===== src/rtl/pipeline_ctrl_pkg.sv =====
// Shared control-word layout and fixed encodings for the pipeline
// control-word register chain.
package pipeline_ctrl_pkg;

    localparam int INSTR_W    = 16;
    localparam int CC_WIDTH   = 16;

    // Control-word field positions, shared with the hazard unit
    localparam int RF_WE      = 15;
    localparam int RF_ADDR_HI = 14;
    localparam int RF_ADDR_LO = 12;
    localparam int OPCODE_HI  = 11;
    localparam int OPCODE_LO  = 8;

    localparam logic [3:0] OPCODE_NOP = 4'h0;

    localparam logic [INSTR_W-1:0] NOP_INSTR = 16'h0000;

    // A bubble never writes the register file and carries the NOP opcode,
    // so it can never match in a hazard comparison.
    function automatic logic [CC_WIDTH-1:0] make_bubble();
        logic [CC_WIDTH-1:0] cw;
        cw                      = {CC_WIDTH{1'b0}};
        cw[RF_WE]               = 1'b0;
        cw[OPCODE_HI:OPCODE_LO] = OPCODE_NOP;
        return cw;
    endfunction

    localparam logic [CC_WIDTH-1:0] CC_BUBBLE = make_bubble();

endpackage


===== src/rtl/pipeline_ctrl_stage_reg.sv =====
// Single pipeline stage register: holds when not enabled, otherwise loads
// either the incoming word or the supplied bubble value.
module stage_reg #(
    parameter int           W       = 16,
    parameter logic [W-1:0] RST_VAL = {W{1'b0}}
) (
    input  logic         clk,
    input  logic         rst_n,
    input  logic         en,
    input  logic         load_bubble,
    input  logic [W-1:0] d,
    input  logic [W-1:0] bubble,
    output logic [W-1:0] q
);

    logic [W-1:0] q_r;

    // Stage storage with asynchronous reset to the bubble/NOP encoding
    always_ff @(posedge clk or negedge rst_n) begin
        if (!rst_n) begin
            q_r <= RST_VAL;
        end else if (en) begin
            q_r <= load_bubble ? bubble : d;
        end else begin
            q_r <= q_r;
        end
    end

    assign q = q_r;

endmodule


===== src/rtl/pipeline_ctrl.sv =====
// Pipeline control-word register chain: Stage1 instruction plus the
// Stage2..Stage4 control words, with stall/flush handling and saturating
// performance counters.
module pipeline_ctrl
    import pipeline_ctrl_pkg::*;
#(
    parameter int CNT_W = 16
) (
    input  logic                clk,
    input  logic                rst_n,
    input  logic                En,
    input  logic [INSTR_W-1:0]  Instr_in,
    input  logic                Instr_valid,
    input  logic [CC_WIDTH-1:0] Dec_cw,
    input  logic                Stall,
    input  logic                Flush,
    input  logic                Cnt_clr,
    output logic [INSTR_W-1:0]  Stage1,
    output logic [CC_WIDTH-1:0] Stage2,
    output logic [CC_WIDTH-1:0] Stage3,
    output logic [CC_WIDTH-1:0] Stage4,
    output logic [3:0]          V,
    output logic                Pc_en,
    output logic [CNT_W-1:0]    Stall_cnt,
    output logic [CNT_W-1:0]    Flush_cnt
);

    logic             flush_s;
    logic             stall_s;
    logic             s1_en_s;
    logic             s1_bubble_s;
    logic             s2_bubble_s;
    logic [3:0]       v_next_s;
    logic [3:0]       v_r;
    logic [CNT_W-1:0] stall_cnt_r;
    logic [CNT_W-1:0] flush_cnt_r;

    // Saturating increment: sticks at all-ones
    function automatic logic [CNT_W-1:0] sat_inc(input logic [CNT_W-1:0] c);
        if (&c) begin
            return c;
        end else begin
            return c + {{(CNT_W-1){1'b0}}, 1'b1};
        end
    endfunction

    // Event decode and valid-bit next state; Flush outranks Stall
    always_comb begin
        flush_s     = En & Flush;
        stall_s     = En & Stall & ~Flush;
        s1_en_s     = En & ~(Stall & ~Flush);
        s1_bubble_s = Flush | ~Instr_valid;
        s2_bubble_s = Flush | Stall | ~v_r[0];
        v_next_s    = v_r;
        if (Flush) begin
            v_next_s = {v_r[2], v_r[1], 1'b0, 1'b0};
        end else if (Stall) begin
            v_next_s = {v_r[2], v_r[1], 1'b0, v_r[0]};
        end else begin
            v_next_s = {v_r[2], v_r[1], v_r[0], Instr_valid};
        end
    end

    stage_reg #(.W(INSTR_W), .RST_VAL(NOP_INSTR)) u_stage1 (
        .clk         (clk),
        .rst_n       (rst_n),
        .en          (s1_en_s),
        .load_bubble (s1_bubble_s),
        .d           (Instr_in),
        .bubble      (NOP_INSTR),
        .q           (Stage1)
    );

    stage_reg #(.W(CC_WIDTH), .RST_VAL(CC_BUBBLE)) u_stage2 (
        .clk         (clk),
        .rst_n       (rst_n),
        .en          (En),
        .load_bubble (s2_bubble_s),
        .d           (Dec_cw),
        .bubble      (CC_BUBBLE),
        .q           (Stage2)
    );

    stage_reg #(.W(CC_WIDTH), .RST_VAL(CC_BUBBLE)) u_stage3 (
        .clk         (clk),
        .rst_n       (rst_n),
        .en          (En),
        .load_bubble (1'b0),
        .d           (Stage2),
        .bubble      (CC_BUBBLE),
        .q           (Stage3)
    );

    stage_reg #(.W(CC_WIDTH), .RST_VAL(CC_BUBBLE)) u_stage4 (
        .clk         (clk),
        .rst_n       (rst_n),
        .en          (En),
        .load_bubble (1'b0),
        .d           (Stage3),
        .bubble      (CC_BUBBLE),
        .q           (Stage4)
    );

    // Stage valid bits, frozen when the pipeline is halted
    always_ff @(posedge clk or negedge rst_n) begin
        if (!rst_n) begin
            v_r <= 4'b0000;
        end else if (En) begin
            v_r <= v_next_s;
        end else begin
            v_r <= v_r;
        end
    end

    // Stall event counter; clear wins over increment
    always_ff @(posedge clk or negedge rst_n) begin
        if (!rst_n) begin
            stall_cnt_r <= {CNT_W{1'b0}};
        end else if (En && Cnt_clr) begin
            stall_cnt_r <= {CNT_W{1'b0}};
        end else if (stall_s) begin
            stall_cnt_r <= sat_inc(stall_cnt_r);
        end else begin
            stall_cnt_r <= stall_cnt_r;
        end
    end

    // Flush event counter; clear wins over increment
    always_ff @(posedge clk or negedge rst_n) begin
        if (!rst_n) begin
            flush_cnt_r <= {CNT_W{1'b0}};
        end else if (En && Cnt_clr) begin
            flush_cnt_r <= {CNT_W{1'b0}};
        end else if (flush_s) begin
            flush_cnt_r <= sat_inc(flush_cnt_r);
        end else begin
            flush_cnt_r <= flush_cnt_r;
        end
    end

    // Fetch may advance unless halted, in reset, or stalled without a flush
    assign Pc_en     = En & rst_n & (Flush | ~Stall);
    assign V         = v_r;
    assign Stall_cnt = stall_cnt_r;
    assign Flush_cnt = flush_cnt_r;

endmodule


===== config.mk =====
export PLATFORM = sky130hd
export DESIGN_NAME = pipeline_ctrl
export DESIGN_NICKNAME = d
export VERILOG_FILES = /design/src/rtl/pipeline_ctrl_pkg.sv /design/src/rtl/pipeline_ctrl_stage_reg.sv /design/src/rtl/pipeline_ctrl.sv
export SDC_FILE = /design/constraint.sdc
export NUM_CORES = 1
export LEC_CHECK = 0
export BUFFER_PORTS_ARGS = -buffer_cell sky130_fd_sc_hd__buf_2
export CAP_MARGIN = 20
export CELL_PAD_IN_SITES_DETAIL_PLACEMENT = 1
export CELL_PAD_IN_SITES_GLOBAL_PLACEMENT = 1
export CORE_MARGIN = 2
export CORE_UTILIZATION = 42
export DETAILED_ROUTE_END_ITERATION = 8
export GPL_TIMING_DRIVEN = 0
export PLACE_DENSITY_LB_ADDON = 0.1
export RECOVER_POWER = 100
export SYNTH_ARGS = -nofsm -noshare
export SYNTH_HDL_FRONTEND = slang
export SYNTH_SLANG_ARGS = --single-unit

===== constraint.sdc =====
create_clock -name clk -period 2.6 [get_ports clk]
set_input_delay 0.13 -clock clk [delete_from_list [all_inputs] [get_ports clk]]
set_output_delay 0.13 -clock clk [all_outputs]
set_load 0.1 [all_outputs]

==> impl_metrics.tcl, run 1 <==
set metrics [dict create \
    grt_usage 0.234 \
    place_congestion 0.819 \
    vias_per_cell 5.37 \
    crit_path_top_delay_cell "nor4b_2" \
    die_w_um 107 \
    post_cts_buffers 0 \
    ir_drop_uv 310 \
    drt_iter0_markers 135 \
    rsz0062_at_grt "no" \
    dr_total_vias 3776 \
    cpPeakStageDelay_ps 880 \
    fin_nets 603 \
    cp_data_arrival_time_ps 2440 \
    numCtsBuffers 9 \
    overflow 0 \
    finalCriticalPeriod_ps 2150 \
    hold_buffers 24 \
    grt_pass1_vias 4063 \
    synth.yosys.seq_area_share 0.564 \
    p_leak_nw 2.55 \
    antenna_found_initial 0 \
    nFillCells 1216 \
    async_reset_ff_frac 1.00 \
    holdCritPathClass "in -> reg" \
    route.detailed.drc 0 \
    clk_pin_slew_ps 90 \
    path_class "in -> reg" \
    synth_most_common_cell "dfrtp_1" \
    cp.required_ps 2900 \
    core_mm2 0.0103 \
    regToRegSetupSlack_ps 580 \
    cap_violations 0 \
    fin_area_mm2 0.00563 \
    slew_viol_final 0 \
    end_kind "register" \
    htree_levels 3 \
    fmax_mhz 466 \
    firstDrtPassIters 4 \
    yosys.area.top_type "dfrtp_1" \
    final_layout_size_suffix_gt1_frac 0.166 \
    synth_area_leaders "dfrtp_1, mux2_2, nand2_1, a22o_1, o21ai_0" \
    wl_um 12700 \
    die-area_mm2 0.0114 \
    ctsResizeCount 0 \
    grt_max_degree 73 \
    synth_top_area_frac 0.564 \
    dp_hpwl_um 8920 \
    die_y_um 107 \
    status "completed" \
    hold_slack_ps 10.2 \
    clkSinkCount 100 \
    crit_top_cell "clkbuf_1" \
    area_growth_pct 26.9 \
    synthCells 388 \
    setup_viol 0 \
    yosysUniqueCellTypes 56 \
    start_util 0.432 \
    ys_ff_latch 100 \
    worst_slew_pin_slew_ps 1230 \
    io_buffers 137 \
    cts.path.max_buffers 2 \
    synth_area_per_cell_um2 11.4 \
    insertion_delay_ps 360 \
    cts_root_buf "clkbuf_8" \
    syn_area_mm2 0.00444 \
    path_cells "clkbuf_1 -> clkbuf_1 -> inv_1 -> nor4b_2 -> buf_2 -> a22o_1" \
    hold_viol_final 0 \
    start_kind "primary input" \
    synth_ff_type "dfrtp_1" \
    cts_tree "done" \
    synth_edf_count 0 \
    ant_nets 0 \
    power.density_mw_per_mm2 643 \
    route.detailed.wl_per_inst_um 18.1 \
    io_pins 140 \
    rows 37 \
    ys.warnings.count 0 \
    n_antenna_cell 0 \
    syn_nets 429 \
    skew_ps 11.6 \
    cp_max_fo 10 \
    max_slew_margin 0.186 \
    min_period_over_period 0.826 \
    grt_pass1_wl_um 20800 \
    synthTopCellsByCount "dfrtp_1, nand2_1, mux2_2" \
    dpl-instance-area_mm2 0.00533 \
]
worst paths after layout:
check / start / endpoint / depth (start not counted)
worst max-delay path: En / u_stage2.q[6] / 6
worst min-delay path: Instr_in[12] / u_stage1.q[12] / 3
worst max register to register: Stall_cnt[3] / Stall_cnt[11] / 5
worst min register to register: u_stage1.q[2] / u_stage1.q[2] / 2
max in group asynchronous: rst_n / Flush_cnt[10] / 3
min in group asynchronous: rst_n / u_stage1.q[11] / 2
worst max-delay path, delay by kind of cell:
kind | cells | cell delay (ps)
AND/OR/NAND/NOR | 1 | 880
AO/OA/AOI/OAI | 1 | 170
buffers and inverters | 4 | 1260
per-stage QoR:
step / worst slack [ps] / utilization / instances / total power (W) / TNS, ps
global route: 242 / 0.548 / 703 / 0.00376 / 0
floorplan: 146 / - / 388 / 0.00233 / 0
detailed placement: 646 / 0.518 / 662 / 0.00254 / 0
finish: 454 / 0.548 / 703 / 0.00362 / 0
global placement: -53.3 / 0.515 / 661 / 0.00252 / -53.3
CTS: 488 / 0.563 / 702 / 0.00367 / 0
where the power goes:
group	internal [W]	switching, W	leakage (nW)	total (W)
clock	0.000568	0.000537	0.107	0.00111
combinational	0.000153	0.000679	1.07	0.000831
sequential	0.00162	0.0000677	1.38	0.00169
cell usage in the layout (no fill, tap or decap), types with 2 or more instances in the layout:
master / netlist / final
o311ai_0: 2 / 2
xnor2_1: 9 / 9
a31oi_1: 3 / 3
a311oi_1: 1 / 2
and2_1: 2 / 2
nand2_1: 54 / 54
and3_1: 4 / 4
a211oi_1: 4 / 4
a21oi_1: 11 / 11
nor2_1: 22 / 22
bufinv_16: 0 / 2
xor2_1: 6 / 6
o41ai_1: 3 / 3
and4_1: 2 / 2
mux2i_1: 4 / 4
o21ai_0: 20 / 20
dlygate4sd3_1: 0 / 25
ha_1: 2 / 2
a22o_1: 19 / 19
dfrtp_1: 100 / 100
nor3_1: 8 / 9
mux2_2: 34 / 33
buf_4: 3 / 3
nor2b_1: 2 / 2
nor4_1: 2 / 3
o2bb2ai_1: 7 / 7
buf_2: 1 / 35
clkbuf_1: 14 / 118
nand3_1: 9 / 9
clkbuf_8: 0 / 10
inv_1: 5 / 6
a21o_1: 3 / 3
or3_1: 2 / 3
nand4_1: 5 / 5
flip-flops by register name, summed over array words and instances, names as in the netlist:
register / flops
u_stage4.q: 16
u_stage3.q: 16
Stall_cnt: 16
u_stage2.q: 16
V: 4
u_stage1.q: 16
Flush_cnt: 16
logic make-up after synthesis:
kind of cell             share of synthesized area
AND/OR/NAND/NOR                              0.144
flip-flops                                   0.564
AO/OA/AOI/OAI                                0.136
multiplexers                                0.0952
buffers and inverters                       0.0265
XOR/XNOR                                    0.0296
adder cells (fa/ha/maj)                    0.00563
final cells by class:
class | count | area, µm² | share of cell area
Sequential cell | 100 | 2500 | 0.444
Multi-Input combinational cell | 262 | 1790 | 0.318
Timing Repair Buffer | 163 | 840 | 0.149
Tap cell | 136 | 170 | 0.0302
Clock buffer | 12 | 145 | 0.0258
Buffer | 20 | 91.3 | 0.0162
Clock inverter | 4 | 72.6 | 0.0129
Inverter | 6 | 22.5 | 0.00400
per-layer routing:
layer	share of wire	routed length, µm	track usage
met1	0.43	5400	0.290
met2	0.50	6350	0.400
met3	0.051	643	0.0462
met4	0.024	303	0.0965
met5	0	0	0
(Power assumes the default switching activity.)
==> run 2, diff against run 1 <==
CORE_UTILIZATION = 35   (was 42)
clock period = 1.93 ns   (was 2.6 ns; I/O delays follow)
==> run 2 against run 1 <==
Net effect: critical endpoint is now Flush_cnt[4]; register-to-register slack got worse by 530 ps; sequential power grew 36%; the run now ends with hold timing left; clock power is 66% higher; critical path depth is 1 lower; largest cell class unchanged; via count down 1.5%; clock skew shrank 5.2 ps; first-iteration DRC count fell by 2.2%; hold slack got worse by 240 ps.
==> impl_metrics.tcl, run 2 (synthesis gave the netlist of run 1 again) <==
set metrics [dict create \
    end_kind "register" \
    grt_usage 0.197 \
    start_util 0.355 \
    io_buffers 137 \
    utilization 0.482 \
    hold_slack_ps -230 \
    cts.path.max_buffers 2 \
    skew_ps 6.46 \
    power.switching_w 0.00183 \
    numCtsBuffers 9 \
    dp_hpwl_um 9080 \
    ir_drop_uv 443 \
    place_congestion 0.788 \
    route.detailed.wl_per_inst_um 17.1 \
    min_period_over_period 0.974 \
    grt_pass1_vias 3995 \
    p_seq_frac 0.434 \
    r2r_start "Flush_cnt[3]" \
    combPwrFrac 0.217 \
    layout_commonest_cell "buf_2" \
    power.density_mw_per_mm2 875 \
    swShare 0.346 \
    cpPeakStageDelay_ps 510 \
    path_class "reg -> reg" \
    cap_violations 0 \
    holdCritPathClass "in -> async" \
    overflow 0 \
    htree_levels 3 \
    p_leak_nw 2.86 \
    rsz0062_at_grt "yes" \
    finalCriticalPeriod_ps 1880 \
    path_cells "nand3_1 -> and4bb_2 -> nor3_1 -> a21oi_1 -> a31o_2" \
    die-area_mm2 0.0136 \
    crit_start "Flush_cnt[3]" \
    insertion_delay_ps 350 \
    vias_per_cell 5.01 \
    violations "hold timing" \
    max_slew_margin 0.198 \
    dr_total_vias 3719 \
    fmax_mhz 532 \
    grt_pass1_wl_um 20600 \
    grt_max_degree 53 \
    hold_buffers 28 \
    die_w_um 117 \
    r2r.worst_path.cells 5 \
    core_mm2 0.0125 \
    hold_viol_final 48 \
    route.detailed.drc 0 \
    firstDrtPassIters 4 \
    drt_iter0_markers 132 \
    slew_viol_final 0 \
    placedCellCount 698 \
    cp_data_arrival_time_ps 2120 \
    layout_common_cells "buf_2, dfrtp_1, nand2_1" \
    die_y_um 117 \
    status "complete, but fails checks" \
    cp_max_fo 7 \
    setup_viol 0 \
    instances_no_fill 742 \
    cts_root_buf "clkbuf_16" \
    ant_nets 0 \
    crit_path_top_delay_cell "dfrtp_4" \
    clkPwrFrac 0.349 \
    clkSinkCount 100 \
    cts_tree "done" \
    antenna_found_initial 0 \
    start_kind "register" \
    rows 41 \
    io_pins 140 \
    area_growth_pct 35.9 \
    cp.required_ps 2170 \
    fin_nets 606 \
    n_antenna_cell 0 \
    wl_um 12700 \
    worst_slew_pin_slew_ps 1210 \
    final_layout_size_suffix_gt1_frac 0.377 \
    clk_pin_slew_ps 70 \
    p_int_w 0.00345 \
]
-- run 2: path summary, 6_finish.rpt --
kind                       slack, ps        endpoint
max                               50    Flush_cnt[4]
min                             -230   u_stage1.q[7]
max reg2reg                       50    Flush_cnt[4]
min reg2reg                      480  u_stage1.q[10]
max in group asynchronous       1440    Flush_cnt[0]
min in group clk                  10  u_stage1.q[12]
-- run 2: final cells by class --
class	count	area, µm²
plain buffers	20	95.1
clock inverters	6	71.3
multi-input cells	262	1850
well taps	172	215
flip-flops and latches	100	2580
clock buffers	10	229
inverters	6	22.5
repair buffers	166	965
fillers	1471	6480
-- run 2: worst max-delay path, delay by kind of cell (launching register included) --
kind	cells	cell delay [ps]
simple gates	3	880
compound gates	2	380
flops	1	510
-- run 2: layer usage --
layer,up-vias,track usage,share of wire
met3,11,0.0374,0.048
met1,1862,0.248,0.44
met5,-,0,0
li1,1752,-,-
met4,0,0.0643,0.013
met2,94,0.344,0.50
-- run 2: power by group through the flow --
stage / logic [W] / registers, W / clock network, W
floorplan: 0.000219 / 0.00295 / 0
global placement: 0.00110 / 0.00232 / 0
detailed placement: 0.00112 / 0.00233 / 0
CTS: 0.00117 / 0.00229 / 0.00190
global route: 0.00121 / 0.00230 / 0.00199
finish: 0.00114 / 0.00229 / 0.00184
-- run 2: timing repair --
| action | in CTS | in global routing |
|---|---|---|
| setup endpoints to repair | 2 | 13 |
| setup buffers | 0 | 0 |
| gates resized for setup | 1 | 6 |
| pin swaps | 0 | 1 |
| endpoints found under the hold margin | 76 | 48 |
-- run 2: per-stage QoR --
stage	setup TNS [ps]	worst slack, ps	cell area [µm²]	power [W]	hold slack [ps]
6_report	0	50.1	6030	0.00528	-230
5_1_grt	-85.2	-44.9	6030	0.00550	-178
4_1_cts	0	14.2	6040	0.00536	-208
3_5_place_dp	-10.2	-10.2	5450	0.00345	167
3_3_place_gp	-44290	-695	5420	0.00342	312
2_1_floorplan	-9.93	-9.93	4520	0.00317	-199
